[src/rtl/cla_pipe.sv]
// cla_pipe: pipelined adder/subtractor built from chained 4-bit carry-lookahead blocks.
// Define CLA_PIPE_OVF_EN to add the registered signed-overflow output ovf.
module cla_pipe #(
    parameter int WIDTH       = 32,
    parameter int BLK_PER_STG = 2
) (
    input  logic             clk,
    input  logic             reset_n,
    input  logic             in_valid,
    output logic             in_ready,
    input  logic [WIDTH-1:0] a,
    input  logic [WIDTH-1:0] b,
    input  logic             ci,
    input  logic             sub,
    output logic             out_valid,
    input  logic             out_ready,
`ifdef CLA_PIPE_OVF_EN
    output logic             ovf,
`endif
    output logic             co,
    output logic [WIDTH-1:0] s
);
    localparam int SW   = 4 * BLK_PER_STG;
    localparam int NSTG = WIDTH / SW;

    // Handshake: a transfer happens on a rising edge where valid & ready are both 1;
    // the whole pipe advances together on en, so in_ready mirrors en.
    logic             en;
    logic [WIDTH-1:0] b_eff;
    logic             cin0;

    assign en       = out_ready | ~out_valid;
    assign in_ready = en;
    assign b_eff    = sub ? ~b : b;
    assign cin0     = sub | ci;

    // Returns {carry_out, sum[3:0]} of one 4-bit lookahead block.
    function automatic logic [4:0] cla4(input logic [3:0] x, input logic [3:0] y,
                                        input logic cin);
        logic [3:0] g;
        logic [3:0] p;
        logic [4:0] c;
        g    = x & y;
        p    = x ^ y;
        c[0] = cin;
        c[1] = g[0] | (p[0] & cin);
        c[2] = g[1] | (p[1] & g[0]) | (p[1] & p[0] & cin);
        c[3] = g[2] | (p[2] & g[1]) | (p[2] & p[1] & g[0]) | (p[2] & p[1] & p[0] & cin);
        c[4] = g[3] | (p[3] & g[2]) | (p[3] & p[2] & g[1]) | (p[3] & p[2] & p[1] & g[0])
             | (p[3] & p[2] & p[1] & p[0] & cin);
        return {c[4], p ^ c[3:0]};
    endfunction

    genvar k;
    generate
        for (k = 0; k < NSTG; k++) begin : g_stg
            localparam int LO = k * SW;
            localparam int RW = WIDTH - LO;

            // ra_i/rb_i hold the slices not yet added; the low SW bits are this stage's slice.
            logic [RW-1:0]    ra_i;
            logic [RW-1:0]    rb_i;
            logic [LO+SW-1:0] s_n;
            logic [LO+SW-1:0] s_q;
            logic [SW-1:0]    sum;
            logic             c_i;
            logic             v_i;
            logic             c_o;
            logic             c_q;
            logic             v_q;

            if (k == 0) begin : g_src
                assign ra_i = a;
                assign rb_i = b_eff;
                assign c_i  = cin0;
                assign v_i  = in_valid;
                assign s_n  = sum;
            end else begin : g_src
                assign ra_i = g_stg[k-1].g_ops.a_q;
                assign rb_i = g_stg[k-1].g_ops.b_q;
                assign c_i  = g_stg[k-1].c_q;
                assign v_i  = g_stg[k-1].v_q;
                assign s_n  = {sum, g_stg[k-1].s_q};
            end

            always_comb begin : p_add
                logic       c;
                logic [4:0] r;
                c   = c_i;
                r   = '0;
                sum = '0;
                for (int j = 0; j < BLK_PER_STG; j++) begin
                    r             = cla4(ra_i[4*j +: 4], rb_i[4*j +: 4], c);
                    sum[4*j +: 4] = r[3:0];
                    c             = r[4];
                end
                c_o = c;
            end

            always_ff @(posedge clk or negedge reset_n) begin
                if (!reset_n) begin
                    v_q <= 1'b0;
                    c_q <= 1'b0;
                    s_q <= '0;
                end else if (en) begin
                    v_q <= v_i;
                    c_q <= c_o;
                    s_q <= s_n;
                end
            end

            // Operand skew registers; contents of bubble slots are don't-care.
            if (k < NSTG - 1) begin : g_ops
                logic [RW-SW-1:0] a_q;
                logic [RW-SW-1:0] b_q;
                always_ff @(posedge clk) begin
                    if (en) begin
                        a_q <= ra_i[RW-1:SW];
                        b_q <= rb_i[RW-1:SW];
                    end
                end
            end
        end
    endgenerate

    assign out_valid = g_stg[NSTG-1].v_q;
    assign s         = g_stg[NSTG-1].s_q;
    assign co        = g_stg[NSTG-1].c_q;

`ifdef CLA_PIPE_OVF_EN
    // Carry into the MSB equals a' ^ b' ^ sum at that bit, so ovf = that ^ carry-out.
    always_ff @(posedge clk or negedge reset_n) begin
        if (!reset_n) begin
            ovf <= 1'b0;
        end else if (en) begin
            ovf <= g_stg[NSTG-1].ra_i[SW-1] ^ g_stg[NSTG-1].rb_i[SW-1]
                 ^ g_stg[NSTG-1].sum[SW-1] ^ g_stg[NSTG-1].c_o;
        end
    end
`endif
endmodule

[config.mk]
export PLATFORM = sky130hd
export DESIGN_NAME = cla_pipe
export DESIGN_NICKNAME = d
export VERILOG_FILES = /design/src/rtl/cla_pipe.sv
export SDC_FILE = /design/constraint.sdc
export NUM_CORES = 1
export LEC_CHECK = 0
export ABC_AREA = 1
export BUFFER_PORTS_ARGS = -buffer_cell sky130_fd_sc_hd__buf_2
export CORE_MARGIN = 1
export CORE_UTILIZATION = 57
export DETAILED_ROUTE_END_ITERATION = 6
export PLACE_DENSITY = 0.8
export REMOVE_ABC_BUFFERS = 1
export SYNTH_ARGS = -nofsm -noshare
export SYNTH_HDL_FRONTEND = slang
export SYNTH_SLANG_ARGS = --single-unit
[constraint.sdc]
create_clock -name clk -period 2.4 [get_ports clk]
set_input_delay 0.12 -clock clk [delete_from_list [all_inputs] [get_ports clk]]
set_output_delay 0.12 -clock clk [all_outputs]
set_load 0.01 [all_outputs]
==> results of run 1 <==
-- state kept, by name (all words and copies together), names as in the netlist --
register,flops
g_stg.g_ops.a_q,48
g_stg.g_ops.b_q,48
g_stg.s_q,48
s,32
g_stg.c_q,3
g_stg.v_q,3
co,1
out_valid,1
-- layer usage --
metal,global-route usage (%),share of wire [%],wire length (um),vias up
met3,4.20,3.3,458,41
met4,13.1,3.7,507,0
met1,24.2,41,5570,2372
met5,0,0,0,-
met2,38.0,52,7200,134
li1,-,-,-,2470
-- metrics by stage --
stage | setup TNS (ns) | setup WS, ns | hold WS (ns) | utilization, %
final | 0 | 0.421 | 0.148 | 72.1
after CTS | 0 | 0.444 | 0.130 | 72.1
after floorplan | -151.35 | -1.08 | -0.176 | -
after detailed placement | 0 | 0.336 | 0.234 | 64.0
after global placement | 0 | 0.431 | 0.220 | 64.0
after global routing | 0 | 0.291 | 0.155 | 72.1
-- power groups by stage --
stage	registers (mW)	clock network, mW	logic, mW
after global placement	5.18	0	2.98
after detailed placement	5.26	0	3.18
after CTS	5.21	2.72	3.30
after global routing	5.33	2.84	3.79
after floorplan	5.28	0	2.06
final	5.20	2.66	3.28
-- synth_stat cells (all sizes together) --
cell type / n / area share, %
nand2: 192 / 9.5
edfxtp: 96 / 37
dfrtp: 88 / 29
inv: 60 / 2.9
o21ai: 53 / 3.5
xor2: 35 / 4.0
ha: 32 / 5.2
nand3: 22 / 1.6
nor2: 22 / 1.2
a21oi: 18 / 1.2
buf: 15 / 1.0
fa: 8 / 2.1
xnor2: 8 / 0.91
clkbuf: 7 / 0.34
a21o: 4 / 0.39
nand3b: 1 / 0.098
-- layout make-up --
cell class              count  share of cell area, %
flip-flops and latches    184                   53.4
multi-input cells         395                   23.9
repair buffers            160                   11.9
clock buffers              17                   4.47
inverters                  60                   2.42
well taps                 176                   2.31
clock inverters            15                   1.62
-- tightest hold or removal path, delay by kind of cell --
kind	cells	cell delay, ns
compound gates	1	0.07
fa+ha+maj	1	0.15
buf+inv	2	0.18
-- kinds of logic (layout without fill, tap and decap cells) --
group           after synthesis  count (layout)
fa+ha+maj                    40              40
simple gates                237             237
xor+xnor                     43              43
flops                       184             184
buf+inv                      82             252
compound gates               75              75
-- worst max path at each step --
| stage | start | end | slack, ns | depth (start not counted) |
|---|---|---|---|---|
| final | g_stg[2].g_ops.a_q[0] | s[29] | 0.42 | 8 |
| after global routing | g_stg[2].g_ops.a_q[0] | s[29] | 0.29 | 8 |
| after CTS | out_valid | in_ready | 0.44 | 5 |
| after detailed placement | sub | g_stg[0].s_q[5] | 0.34 | 10 |
| after global placement | sub | g_stg[0].s_q[5] | 0.43 | 11 |
| after floorplan | out_valid | g_stg[0].s_q[3] | -1.08 | 5 |
==> summary.md, run 1 <==
| Metric | Value |
|---|---|
| Clk pwr share | a little under a quarter |
| Reg2Reg Capture Point | s[29] |
| # setup viols final | 0 |
| Storage cell area | just over 0.005 mm^2 |
| Post-Synth Simple-Gate Area | between 10% and 20% |
| PD cells | roughly 1200 mW/mm^2 |
| Relative slew margins | slightly above 50% |
| Fill cells | 911 |
| IO Pins | 105 |
| ANT nets after route | 0 |
| Final non-filler cell total | between 1000 and 1500 |
| Gate power share | a little under 30% |
| Most common cell type on the critical path | nand2_1 |
| First-pass DRT Iterations | 7 |
| Post-Synth XOR/XNOR Area | 4.90% |
| Final cycle utilization of the critical path | approximately 80% |
| DR WL/cell | approximately 14 um |
| Area of the multi-input gates | around 0.0023 mm^2 |
| Routability Congestion | 0.890 |
| Initial Util | 58.3% |
| Worst Path Class, Setup | register to register |
| #FFs+latches synth | 184 |
| Synth Area in Compound Gates | 5.01% |
| Remaining DRCs | 1 |
| Post-Syn Instances | between 600 and 700 |
| Design Area, Final | ~0.0095 mm^2 |
| Fmax | 505 MHz |
| P_sw | around 3.6 mW |
| R2r startpoint | g_stg[2].g_ops.a_q[0] |
| Core area | roughly 0.013 mm^2 |
| Dominant delay contributor by cell family on the critical path | adder cells |
| Post-cts resize count | 0 |
| LEAKAGE | 4.48 nW |
| Area Growth Syn to Fin | 23.8% |
| Root buffer cell | clkbuf_16 |
| CTS buffer count | 17 |
| CTS Hold Bufs | 50 |
| Clock skew | around 0.008 ns |
| Commonest non-fill, non-tap cell in the layout | nand2_1 |
| Synth warn | 0 |
| Area post-placement | 0.00844 mm^2 |
| Max-cap violations | 0 |
| Hold Crit Endpoint | g_stg[0].s_q[0] |
| Sequential Power Share | 46.7% |
| Share of cells above drive strength 1 | a little under a fifth |
| RSZ-0062 raised after global routing | false |
| Arr. time, crit path | about 2.3 ns |
| Sequential area share after synthesis | roughly two thirds |
| CP max stage cell | fa_1 |
| DRC marker count from the first detailed-route iteration | roughly 320 |
| Antenna violations before repair | 0 |
| Post-Synth Adder-Cell Area | 7.29% |
| Clock Path Buffers | 2 |
| Post-Synthesis Cell Area | 0.00769 mm^2 |
| Startpoint types | register |
| Peak supply drop | between 0.6 and 0.7 mV |
| Hold Startpoint | a[0] |
| Full die area | ~0.014 mm^2 |
| Crit Path Max Fanout | 3 |
| Worst-path clk slew | 0.06 ns |
| Largest family of logic cells by synthesized area | simple AND/OR/NAND/NOR gates |
| Slew Viols, Final | 0 |
| Worst skew pair latency | 0.42 ns |
| Row cnt | 42 |
| CTS tree | done |
| Post-synthesis mux area share | 0% |
| Clock Sinks | approximately 180 |
| Antenna cell count | 0 |
| Crit path capture type | register |
| Final Critical Period | 1.98 ns |
| Syn Area/Cell | 11.6 um^2 |
| PortBufs | 104 |
| Fin. Hold Viols | 0 |
| Outcome | complete, but fails checks |
| Worst Path Buf+Inv | 0 |
| Min-Delay Path Class | primary input to register |
| First-pass GRT wire length | 23.1 mm |
| Die width | approximately 120 um |
| Failing checks | DRC |
| # Post-CTS Setup Buffers | 0 |
| Grt total ovfl | 0 |
| Register-to-register setup slack | between 0.4 and 0.5 ns |
| Switching Fraction | between 30% and 40% |
| Hold Path Cell Cnt | 4 |
| CP required | 2.68 ns |
| Path depth of the worst reg2reg path | 8 |
| Nets | approximately 930 |
| DR vias | roughly 5000 |
| CP Cell Sequence | ha_1 > nand2_1 > nand2_1 > nand3_1 > nand2_2 > fa_1 > xnor2_1 > o21ai_0 |
| Routed WL | between 10 and 15 mm |
| Crit-path max cell delay | 0.40 ns |
| Pin count of the biggest net entering global routing | around 110 |
| DP Cell Count | about 900 |
| Vias in the first global route | roughly 5200 |
| Overall power | about 11 mW |
| Post-DP HPWL | ~8.5 mm |
| P_int | 7.52 mW |
| H-tree Lvls | 4 |
| Most frequent cells in the layout | 188 x nand2_1, 103 x buf_2, 96 x edfxtp_1, 88 x dfrtp_1, 58 x inv_1 |
| Total track usage | 21.6% |
| Synth cell types | 22 |
| DR vias/cell | roughly 5.0 |
| Worst-Margin Slew | 0.740 ns |
| Die H | approximately 120 um |
(Power assumes the default switching activity.)
==> run 2: changes to the inputs <==
Clock period 2.4 ns to 1.9 ns, I/O delays scaled along.
==> run 2 against run 1 <==
Against the previous run: the flow now finishes without violations; power up 28%; die area unchanged; critical path depth unchanged; core utilization up 0.96 points; maximum frequency up 9.3%; flip-flop and latch count unchanged; setup slack worse by 0.33 ns; sequential share of layout area down 0.70 points; largest cell class unchanged; largest power group unchanged; highest routed layer unchanged.
==> summary.md, run 2 (synthesis results as in run 1) <==
| Metric | Value |
|---|---|
| Critical path origin | g_stg[0].g_ops.a_q[1] (was g_stg[2].g_ops.a_q[0]) |
| Worst-path clk slew | 0.06 ns (about the same) |
| Total track usage | 20.9% (was 21.6%) |
| First-pass DRT Iterations | 6 (was 7) |
| CP required | 2.18 ns (was 2.68 ns) |
| Register-to-register setup slack | 0.09 ns (was 0.42 ns) |
| IO Pins | 105 (unchanged) |
| Relative slew margins | 66.1% (was 50.7%) |
| Fmax | 552 MHz (was 505 MHz) |
| CTS buffer count | 17 (unchanged) |
| Largest regs | g_stg.g_ops.a_q: 48 flops, g_stg.g_ops.b_q: 48 flops, g_stg.s_q: 48 flops (unchanged) |
| Clock skew | 0.00978 ns (was 0.00804 ns) |
| Pin count of the biggest net entering global routing | 81 (was 107) |
| Area Growth Syn to Fin | 25.4% (was 23.8%) |
| R2r startpoint | g_stg[0].g_ops.a_q[1] (was g_stg[2].g_ops.a_q[0]) |
| Startpoint types | register (unchanged) |
| Worst skew pair latency | 0.42 ns (about the same) |
| Row cnt | 42 (unchanged) |
| Vias in the first global route | 5113 (was 5174) |
| Share of cells above drive strength 1 | 19.3% (was 18.1%) |
| Clock Sinks | 184 (unchanged) |
| Worst Path Class, Setup | register to register (unchanged) |
| Nets | 936 (was 928) |
| Most frequent cells in the layout | 187 x nand2_1, 103 x buf_2, 96 x edfxtp_1, 88 x dfrtp_1, 58 x inv_1 (was 188 x nand2_1, 103 x buf_2, 96 x edfxtp_1, 88 x dfrtp_1, 58 x inv_1) |
| ANT nets after route | 0 (unchanged) |
| Full die area | 0.0140 mm^2 (unchanged) |
| Min Hold Slack | 0.118 ns (was 0.148 ns) |
| Die H | 118 um (unchanged) |
| H-tree Lvls | 4 (unchanged) |
| DR vias | 5012 (was 5017) |
| Fin. Hold Viols | 0 (unchanged) |
| PD cells | 1480 mW/mm^2 (was 1170 mW/mm^2) |
| Root buffer cell | clkbuf_16 (unchanged) |
| Worst setup margin | 0.0899 ns (was 0.421 ns) |
| Crit path capture type | register (unchanged) |
| # setup viols final | 0 (unchanged) |
| Worst-Margin Slew | 0.509 ns (was 0.740 ns) |
| Antenna violations before repair | 1 (was 0) |
| Path depth of the worst reg2reg path | 8 (unchanged) |
| PortBufs | 104 (unchanged) |
| Commonest non-fill, non-tap cell in the layout | nand2_1 (unchanged) |
| Die width | 118 um (unchanged) |
| Reg2Reg Capture Point | g_stg[1].s_q[13] (was s[29]) |
| Hold Startpoint | a[7] (was a[0]) |
| Overall power | 14.3 mW (was 11.2 mW) |
| CTS tree | done (unchanged) |
| Min-Delay Path Class | primary input to register (unchanged) |
| Worst slack, placed | -0.126 ns (was 0.336 ns) |
| First-pass GRT wire length | 22.6 mm (was 23.1 mm) |
| Outcome | finished, final reports clean (was complete, but fails checks) |
| Max-cap violations | 0 (unchanged) |
| Final cycle utilization of the critical path | 95.3% (was 82.5%) |
| Initial Util | 58.3% (unchanged) |
| Routability Congestion | 0.886 (was 0.890) |
| LEAKAGE | 4.52 nW (was 4.48 nW) |
| Slew Viols, Final | 0 (unchanged) |
| Arr. time, crit path | 2.09 ns (was 2.26 ns) |
| Grt total ovfl | 0 (unchanged) |
| Hold Crit Endpoint | g_stg[0].s_q[7] (was g_stg[0].s_q[0]) |
| Post-DP HPWL | 8.55 mm (was 8.45 mm) |
| Remaining DRCs | 0 (was 1) |
| Core area | 0.0132 mm^2 (unchanged) |
| Final Critical Period | 1.81 ns (was 1.98 ns) |
| DR vias/cell | 4.93 (was 4.98) |
| DR WL/cell | 13.3 um (was 13.6 um) |
| Clock Path Buffers | 2 (unchanged) |
| Routed WL | 13.5 mm (was 13.7 mm) |
| Peak supply drop | 0.688 mV (was 0.699 mV) |
| Crit Path Max Fanout | 3 (unchanged) |
| DRC marker count from the first detailed-route iteration | 340 (was 322) |
| Hold Path Cell Cnt | 5 (was 4) |
==> run 2: cell types whose count changed in the layout (fill, tap and decap cells not counted), sizes merged <==
cell / change
clkbuf: +4
diode: +1
bufinv: +1
clkinv: -3
inv: -1
clkinvlp: -1
buf: +8
==> run 2: cell type report <==
| cell class | count | area (um^2) |
|---|---|---|
| Sequential cell | 184 | 5080 |
| Tap cell | 176 | 220 |
| Fill cell | 856 | 3550 |
| Clock buffer | 21 | 460 |
| Antenna cell | 1 | 2.50 |
| Inverter | 60 | 230 |
| Clock inverter | 11 | 148 |
| Timing Repair Buffer | 168 | 1180 |
| Multi-Input combinational cell | 395 | 2320 |
==> run 2: routing by layer <==
metal  up-vias  part of all wire [%]  track usage [%]
li1       2485                     -                -
met1      2381                    40             24.3
met5         -                     0                0
met3        30                   2.9             4.63
met4         0                   2.4             12.2
met2       116                    55             35.7
==> run 2: repair_timing <==
action / in CTS / in global routing
setup endpoints to repair: 0 / 3
buffers inserted: 0 / 2
endpoints found under the hold margin: 88 / 0
resized for setup: 0 / 6
hold buffers: 50 / 0
==> run 2: how the worst max path moves through the flow <==
stage	endpoint	slack (ns)	cells after the start
after global placement	g_stg[0].s_q[5]	0.003	11
final	g_stg[1].s_q[13]	0.09	8
after floorplan	g_stg[0].s_q[3]	-1.58	5
after CTS	s[29]	0.07	8
after global routing	g_stg[1].s_q[13]	-0.01	8
after detailed placement	g_stg[0].s_q[5]	-0.13	10
==> run 2: stage by stage <==
stage / setup TNS (ns) / instance area (um^2) / instances / util [%]
6_report: 0 / 9640 / 1016 / 73.1
5_1_grt: -0.0187 / 9640 / 1016 / 73.1
4_1_cts: 0 / 9580 / 1013 / 72.6
3_5_place_dp: -0.210 / 8470 / 931 / 64.2
3_3_place_gp: 0 / 8470 / 931 / 64.2
2_1_floorplan: -226.82 / 7580 / 639 / -
==> run 2: worst max-delay path, stage by stage (launching register included) <==
cell	delay, ns
edfxtp_1	0.37
ha_1	0.33
inv_1	0.06
nand2_1	0.08
nand3_1	0.11
nand2_2	0.08
fa_1	0.38
xnor2_1	0.16
o21ai_0	0.10
==> run 2: report_power, final <==
group          internal, mW  switching [mW]  total (mW)
sequential             5.91           0.663        6.57
combinational          1.71            2.46        4.17
clock                  2.14            1.40        3.54
